<file path="src/rtl/rng_pkg.sv">
// Shared types and constants for the arbitrated 16-bit shift-register random source.
package rng_pkg;

    localparam int RNG_LFSR_W = 16;
    localparam int RNG_DATA_W = 4;
    localparam logic [RNG_LFSR_W-1:0] RNG_SEED_DEFAULT = 16'hACE1;

    typedef enum logic [1:0] {
        IDLE = 2'd0,
        GEN  = 2'd1,
        RESP = 2'd2
    } rng_arb_state_t;

    // One generator step: shift left, feed back bit0 ^ bit2.
    function automatic logic [RNG_LFSR_W-1:0] lfsr_next(input logic [RNG_LFSR_W-1:0] cur);
        return {cur[RNG_LFSR_W-2:0], cur[0] ^ cur[2]};
    endfunction

endpackage

</file>
<file path="src/rtl/rng_lfsr16.sv">
// Generator state register: reset/load/step with load-over-step priority and
// zero-seed substitution so the register can never lock up at all-zero.
module rng_lfsr16
    import rng_pkg::*;
(
    input  logic                  clk,
    input  logic                  rst_n,
    input  logic                  step,
    input  logic                  load,
    input  logic [RNG_LFSR_W-1:0] load_value,
    output logic [RNG_LFSR_W-1:0] lfsr
);

    logic [RNG_LFSR_W-1:0] lfsr_r;
    logic [RNG_LFSR_W-1:0] seed_s;

    // Substitute the default seed for an all-zero load value.
    always_comb begin
        seed_s = load_value;
        if (load_value == {RNG_LFSR_W{1'b0}}) begin
            seed_s = RNG_SEED_DEFAULT;
        end else begin
            seed_s = load_value;
        end
    end

    // Generator state update.
    always_ff @(posedge clk or negedge rst_n) begin
        if (!rst_n) begin
            lfsr_r <= RNG_SEED_DEFAULT;
        end else if (load) begin
            lfsr_r <= seed_s;
        end else if (step) begin
            lfsr_r <= lfsr_next(lfsr_r);
        end
    end

    assign lfsr = lfsr_r;

endmodule

</file>
<file path="src/rtl/rng_arbiter.sv">
// Round-robin arbiter granting one generator step per request over valid/ready.
// Optional reseed ports are enabled by defining RNG_ARB_RESEED_EN.
module rng_arbiter
    import rng_pkg::*;
#(
    parameter int N_REQ = 4,
    parameter int ID_W  = 2
) (
    input  logic                  clk,
    input  logic                  rst_n,
    input  logic [N_REQ-1:0]      req,
    output logic [N_REQ-1:0]      gnt,
    output logic                  rsp_valid,
    input  logic                  rsp_ready,
    output logic [ID_W-1:0]       rsp_id,
    output logic [RNG_DATA_W-1:0] rsp_data,
    output logic                  busy
`ifdef RNG_ARB_RESEED_EN
    ,
    input  logic                  seed_load,
    input  logic [RNG_LFSR_W-1:0] seed_value
`endif
);

    rng_arb_state_t        state_r;
    logic [ID_W-1:0]       last_r;
    logic [N_REQ-1:0]      gnt_r;
    logic                  rsp_valid_r;
    logic [ID_W-1:0]       rsp_id_r;
    logic [RNG_DATA_W-1:0] rsp_data_r;
    logic                  busy_r;

    logic [RNG_LFSR_W-1:0] lfsr_s;
    logic                  step_s;
    logic                  load_s;
    logic [RNG_LFSR_W-1:0] load_value_s;
    logic [ID_W-1:0]       winner_s;
    logic                  found_s;

`ifdef RNG_ARB_RESEED_EN
    assign load_s       = seed_load;
    assign load_value_s = seed_value;
`else
    assign load_s       = 1'b0;
    assign load_value_s = RNG_SEED_DEFAULT;
`endif

    // A coinciding seed load pre-empts the step and holds the FSM in GEN.
    assign step_s = (state_r == GEN) && !load_s;

    rng_lfsr16 u_lfsr (
        .clk        (clk),
        .rst_n      (rst_n),
        .step       (step_s),
        .load       (load_s),
        .load_value (load_value_s),
        .lfsr       (lfsr_s)
    );

    // Round-robin search starting one past the last served requester.
    always_comb begin
        winner_s = last_r;
        found_s  = 1'b0;
        for (int k = 1; k <= N_REQ; k++) begin
            if (!found_s && req[(int'(last_r) + k) % N_REQ]) begin
                winner_s = ID_W'((int'(last_r) + k) % N_REQ);
                found_s  = 1'b1;
            end else begin
                found_s  = found_s;
            end
        end
    end

    // Arbitration FSM with registered grant and response outputs.
    always_ff @(posedge clk or negedge rst_n) begin
        if (!rst_n) begin
            state_r     <= IDLE;
            last_r      <= ID_W'(N_REQ - 1);
            gnt_r       <= {N_REQ{1'b0}};
            rsp_valid_r <= 1'b0;
            rsp_id_r    <= {ID_W{1'b0}};
            rsp_data_r  <= {RNG_DATA_W{1'b0}};
            busy_r      <= 1'b0;
        end else begin
            case (state_r)
                IDLE: begin
                    if (found_s) begin
                        gnt_r    <= {{(N_REQ-1){1'b0}}, 1'b1} << winner_s;
                        rsp_id_r <= winner_s;
                        busy_r   <= 1'b1;
                        state_r  <= GEN;
                    end
                end
                GEN: begin
                    if (!load_s) begin
                        rsp_data_r  <= RNG_DATA_W'(lfsr_next(lfsr_s));
                        rsp_valid_r <= 1'b1;
                        state_r     <= RESP;
                    end
                end
                RESP: begin
                    if (rsp_valid_r && rsp_ready) begin
                        last_r      <= rsp_id_r;
                        gnt_r       <= {N_REQ{1'b0}};
                        rsp_valid_r <= 1'b0;
                        rsp_id_r    <= {ID_W{1'b0}};
                        busy_r      <= 1'b0;
                        state_r     <= IDLE;
                    end
                end
                default: begin
                    gnt_r       <= {N_REQ{1'b0}};
                    rsp_valid_r <= 1'b0;
                    rsp_id_r    <= {ID_W{1'b0}};
                    busy_r      <= 1'b0;
                    state_r     <= IDLE;
                end
            endcase
        end
    end

    assign gnt       = gnt_r;
    assign rsp_valid = rsp_valid_r;
    assign rsp_id    = rsp_id_r;
    assign rsp_data  = rsp_data_r;
    assign busy      = busy_r;

endmodule

</file>
<file path="config.mk">
export PLATFORM = sky130hd
export DESIGN_NAME = rng_arbiter
export DESIGN_NICKNAME = d
export VERILOG_FILES = /design/src/rtl/rng_pkg.sv /design/src/rtl/rng_lfsr16.sv /design/src/rtl/rng_arbiter.sv
export SDC_FILE = /design/constraint.sdc
export NUM_CORES = 1
export LEC_CHECK = 0
export BUFFER_PORTS_ARGS = -buffer_cell sky130_fd_sc_hd__buf_2
export CORE_MARGIN = 1.5
export CORE_UTILIZATION = 55
export DETAILED_ROUTE_END_ITERATION = 7
export GPL_TIMING_DRIVEN = 0
export PLACE_DENSITY = 0.8
export SKIP_CTS_REPAIR_TIMING = 1
export SYNTH_ARGS = -nofsm -noshare
export SYNTH_HDL_FRONTEND = slang
export SYNTH_SLANG_ARGS = --single-unit
</file>
<file path="constraint.sdc">
create_clock -name clk -period 3.4 [get_ports clk]
set_input_delay 0.68 -clock clk [delete_from_list [all_inputs] [get_ports clk]]
set_output_delay 0.68 -clock clk [all_outputs]
set_load 0.01 [all_outputs]
</file>
==> impl_metrics.py <==
metrics = {
    "status": {
        "status": "completed",
    },
    "power_and_ir_drop": {
        "p_switching_mw": 0.0726,
        "switching_share": 0.220,
        "power_frac_seq": 0.614,
        "clock_share_of_power": 0.316,
        "max-vdd-ir-drop_uv": 235,
        "power.combinational.fraction": 0.070,
        "intPower_mw": 0.257,
        "power.density_mw_per_mm2": 318,
        "power_leakage_nw": 0.525,
    },
    "route": {
        "number_of_drc_violations_after_detailed_routing_iteration_0": 21,
        "drt_pass1_iterations": 4,
        "drt.antenna.violating_nets": 0,
        "routed_via_density": 5.60,
        "detailroute.via_count": 705,
        "wl_per_cell_um": 13.3,
        "total_wirelength_of_the_detailed_routed_design_um": 1670,
        "drc_errors": 0,
    },
    "grt": {
        "initial_antenna_violation_count": 0,
        "grt_first_pass_wirelength_um": 2880,
        "grt_start_max_net_pins": 18,
        "globalRouteOverflowTotal": 0,
        "grt.total_usage": 0.203,
        "grt_pass1_vias": 682,
    },
    "clock_tree": {
        "worst_skew_pair.late_latency_ns": 0.28,
        "cts.htree.levels": 1,
        "inserted_clock_buffers": 3,
        "clk_buf_depth": 2,
        "clock_sinks": 17,
        "clkTransAtPathRegs_ns": 0.09,
        "cts_root_buffer": "clkbuf_4",
        "cts_tree": "done",
    },
    "synth": {
        "synthesis.area_um2": 901,
        "postSynthRegisterBits": 17,
        "synth_nets": 95,
        "syn_area_per_cell_um2": 10.2,
        "seq_area_frac_synth": 0.476,
        "ys_warn_count": 0,
        "postSynthCellCount": 88,
        "netlist-cell-type-count": 31,
    },
    "min_path": {
        "hp-class": "input pin to asynchronous set/reset pin",
    },
    "critical_path": {
        "crit_path_frequent_cell": "buf_2",
        "timing.critical_path.to_type": "register",
        "max_stage_delay_ns": 0.45,
        "setup_slack_on_the_worst_flop_to_flop_path_ns": 1.74,
        "cp_slowest_cell": "or4_4",
        "rr_endpoint": "gnt[1]",
        "critPathMaxFanout": 10,
        "critical-path-top-delay-family": "simple AND/OR/NAND/NOR gates",
        "worst_ep_required_time_ns": 3.58,
        "number_of_cells_traversed_by_the_worst_register_to_register_path": 5,
        "regToRegStartpoint": "last_r[1]",
        "critical_path_class": "input pin to register",
        "crit_buf_inv": 2,
        "worst_ep_arrival_time_ns": 1.90,
        "worstPathCellList": "buf_2 -> buf_2 -> or4_4 -> nand2_1 -> nor3_1 -> a22o_1",
        "critPathLaunchType": "input pin",
    },
    "sta": {
        "setup-tns-final_ns": 0,
        "skew_ns": 0.00253,
        "worst_slack_ns": 1.67,
        "final_hold_viols": 0,
        "finalCritPeriodShare": 0.508,
        "final_period_minus_worst_setup_slack_ns": 1.73,
        "rsz0062_at_grt": "false",
        "worst_slew_margin_rel": 0.758,
        "worst-slew-pin-transition_ns": 0.363,
        "report.final.setup_viol": 0,
        "max_freq_mhz": 579,
        "timing.final.max_slew_violations": 0,
    },
    "die": {
        "io_pins": 19,
        "chipHeight_um": 43.5,
        "std_cell_rows": 14,
        "core_area_mm2": 0.00152,
        "initial_core_util": 0.591,
        "die_outline_area_mm2": 0.00189,
        "die_width_um": 43.5,
    },
    "layout": {
        "area_growth_pct": 15.1,
        "num_antenna_cells": 0,
        "drive_gt1_frac": 0.345,
        "final_net_count": 118,
    },
    "placed_design": {
        "place_congestion": 0.846,
        "dp_hpwl_um": 1260,
        "io_buffers": 18,
        "pre_cts_ws_ns": 1.38,
    },
    "job": {
        "cap_viol_max_count": 0,
    },
}
==> area by class of cell <==
class                   instances  area (µm²)
multi-input cells              63         430
plain buffers                   5        30.0
fillers                       129         487
flip-flops and latches         17         429
inverters                       3        11.3
clock buffers                   4        26.3
well taps                      16        20.0
repair buffers                 18        90.1
==> power by group through the flow <==
stage / Clock, mW / Sequential [mW] / Combinational [mW]
global route: 0.114 / 0.202 / 0.0260
detailed placement: 0 / 0.206 / 0.0231
floorplan: 0 / 0.206 / 0.0112
finish: 0.104 / 0.202 / 0.0230
CTS: 0.106 / 0.202 / 0.0233
global placement: 0 / 0.206 / 0.0222
==> layout by cell type, fill, tap and decap left out, drive strengths merged <==
cell	Yosys	layout
or4	1	1
nand2b	6	6
or3	1	1
a21o	1	1
nor2	4	4
o21ai	6	6
a21oi	3	3
mux2i	1	1
a2111oi	1	1
xnor2	2	2
a311o	1	1
and2	1	1
o21a	1	1
or2b	1	1
o22ai	1	1
o221ai	2	2
mux2	4	4
nor2b	4	4
dfstp	3	3
nand2	11	11
dfrtp	14	14
nor3	2	2
o31ai	1	1
clkbuf	0	4
or3b	1	1
nand3b	4	4
buf	5	23
a22o	2	2
or2	1	1
inv	3	3
==> worst max path at each step <==
stage | from | end | cells after the start | slack (ns)
finish | req[1] | gnt[1] | 6 | 1.67
global route | req[1] | gnt[0] | 6 | 1.63
CTS | req[1] | gnt[1] | 6 | 1.68
floorplan | req[1] | gnt[0] | 5 | 1.63
global placement | req[1] | gnt[1] | 6 | 1.39
detailed placement | req[1] | gnt[1] | 6 | 1.38
==> synthesized netlist by cell type, drive strengths merged <==
cell / count / area (µm²)
o21ai: 6 / 30.0
a311o: 1 / 11.3
or4: 1 / 11.3
nor2: 4 / 15.0
a22o: 2 / 17.5
o31ai: 1 / 7.51
mux2i: 1 / 10.0
xnor2: 2 / 17.5
dfrtp: 14 / 350
or3: 1 / 6.26
buf: 5 / 30.0
a21oi: 3 / 15.0
o221ai: 2 / 35.0
mux2: 4 / 45.0
or2b: 1 / 7.51
nand3b: 4 / 30.0
nand2: 11 / 41.3
o22ai: 1 / 6.26
nor3: 2 / 10.0
a21o: 1 / 7.51
nor2b: 4 / 25.0
dfstp: 3 / 78.8
or3b: 1 / 8.76
and2: 1 / 6.26
inv: 3 / 11.3
or2: 1 / 6.26
nand2b: 6 / 37.5
a2111oi: 1 / 15.0
o21a: 1 / 7.51
==> worst register-to-register path, cell delays in order (launching register included) <==
cell and delay [ns]:
dfstp_2 0.52, buf_2 0.20, mux2i_1 0.22, nor2_1 0.07
or3_1 0.34, a22o_1 0.20
==> kinds of logic after synthesis <==
kind of cell	synth area share
XOR/XNOR	0.0194
buffers and inverters	0.0458
AO/OA/AOI/OAI	0.169
AND/OR/NAND/NOR	0.228
flip-flops	0.476
multiplexers	0.0611
==> registers in the layout, indices dropped and copies added, names as in the netlist <==
| name | cells |
|---|---|
| rsp_id | 2 |
| last_r | 2 |
| rsp_valid | 1 |
| gnt | 4 |
| u_lfsr.lfsr | 1 |
| busy | 1 |
| state_r | 2 |
| rsp_data | 4 |
==> metal layers <==
| layer | global-route usage | wire, µm |
|---|---|---|
| met1 | 0.277 | 768 |
| met3 | 0.0125 | 59 |
| met4 | 0.0909 | 21 |
| met5 | 0 | 0 |
| met2 | 0.334 | 824 |
==> stage by stage <==
step / area (µm²) / power, mW / hold slack [ns] / util / std cells
final: 1040 / 0.329 / 0.295 / 0.681 / 126
after CTS: 1040 / 0.331 / 0.303 / 0.681 / 126
after global placement: 1010 / 0.228 / 0.456 / 0.663 / 122
after detailed placement: 1010 / 0.229 / 0.466 / 0.663 / 122
after global routing: 1040 / 0.343 / 0.319 / 0.681 / 126
after floorplan: 901 / 0.217 / 0.384 / - / 88
Power figures use the tool's default switching activity.
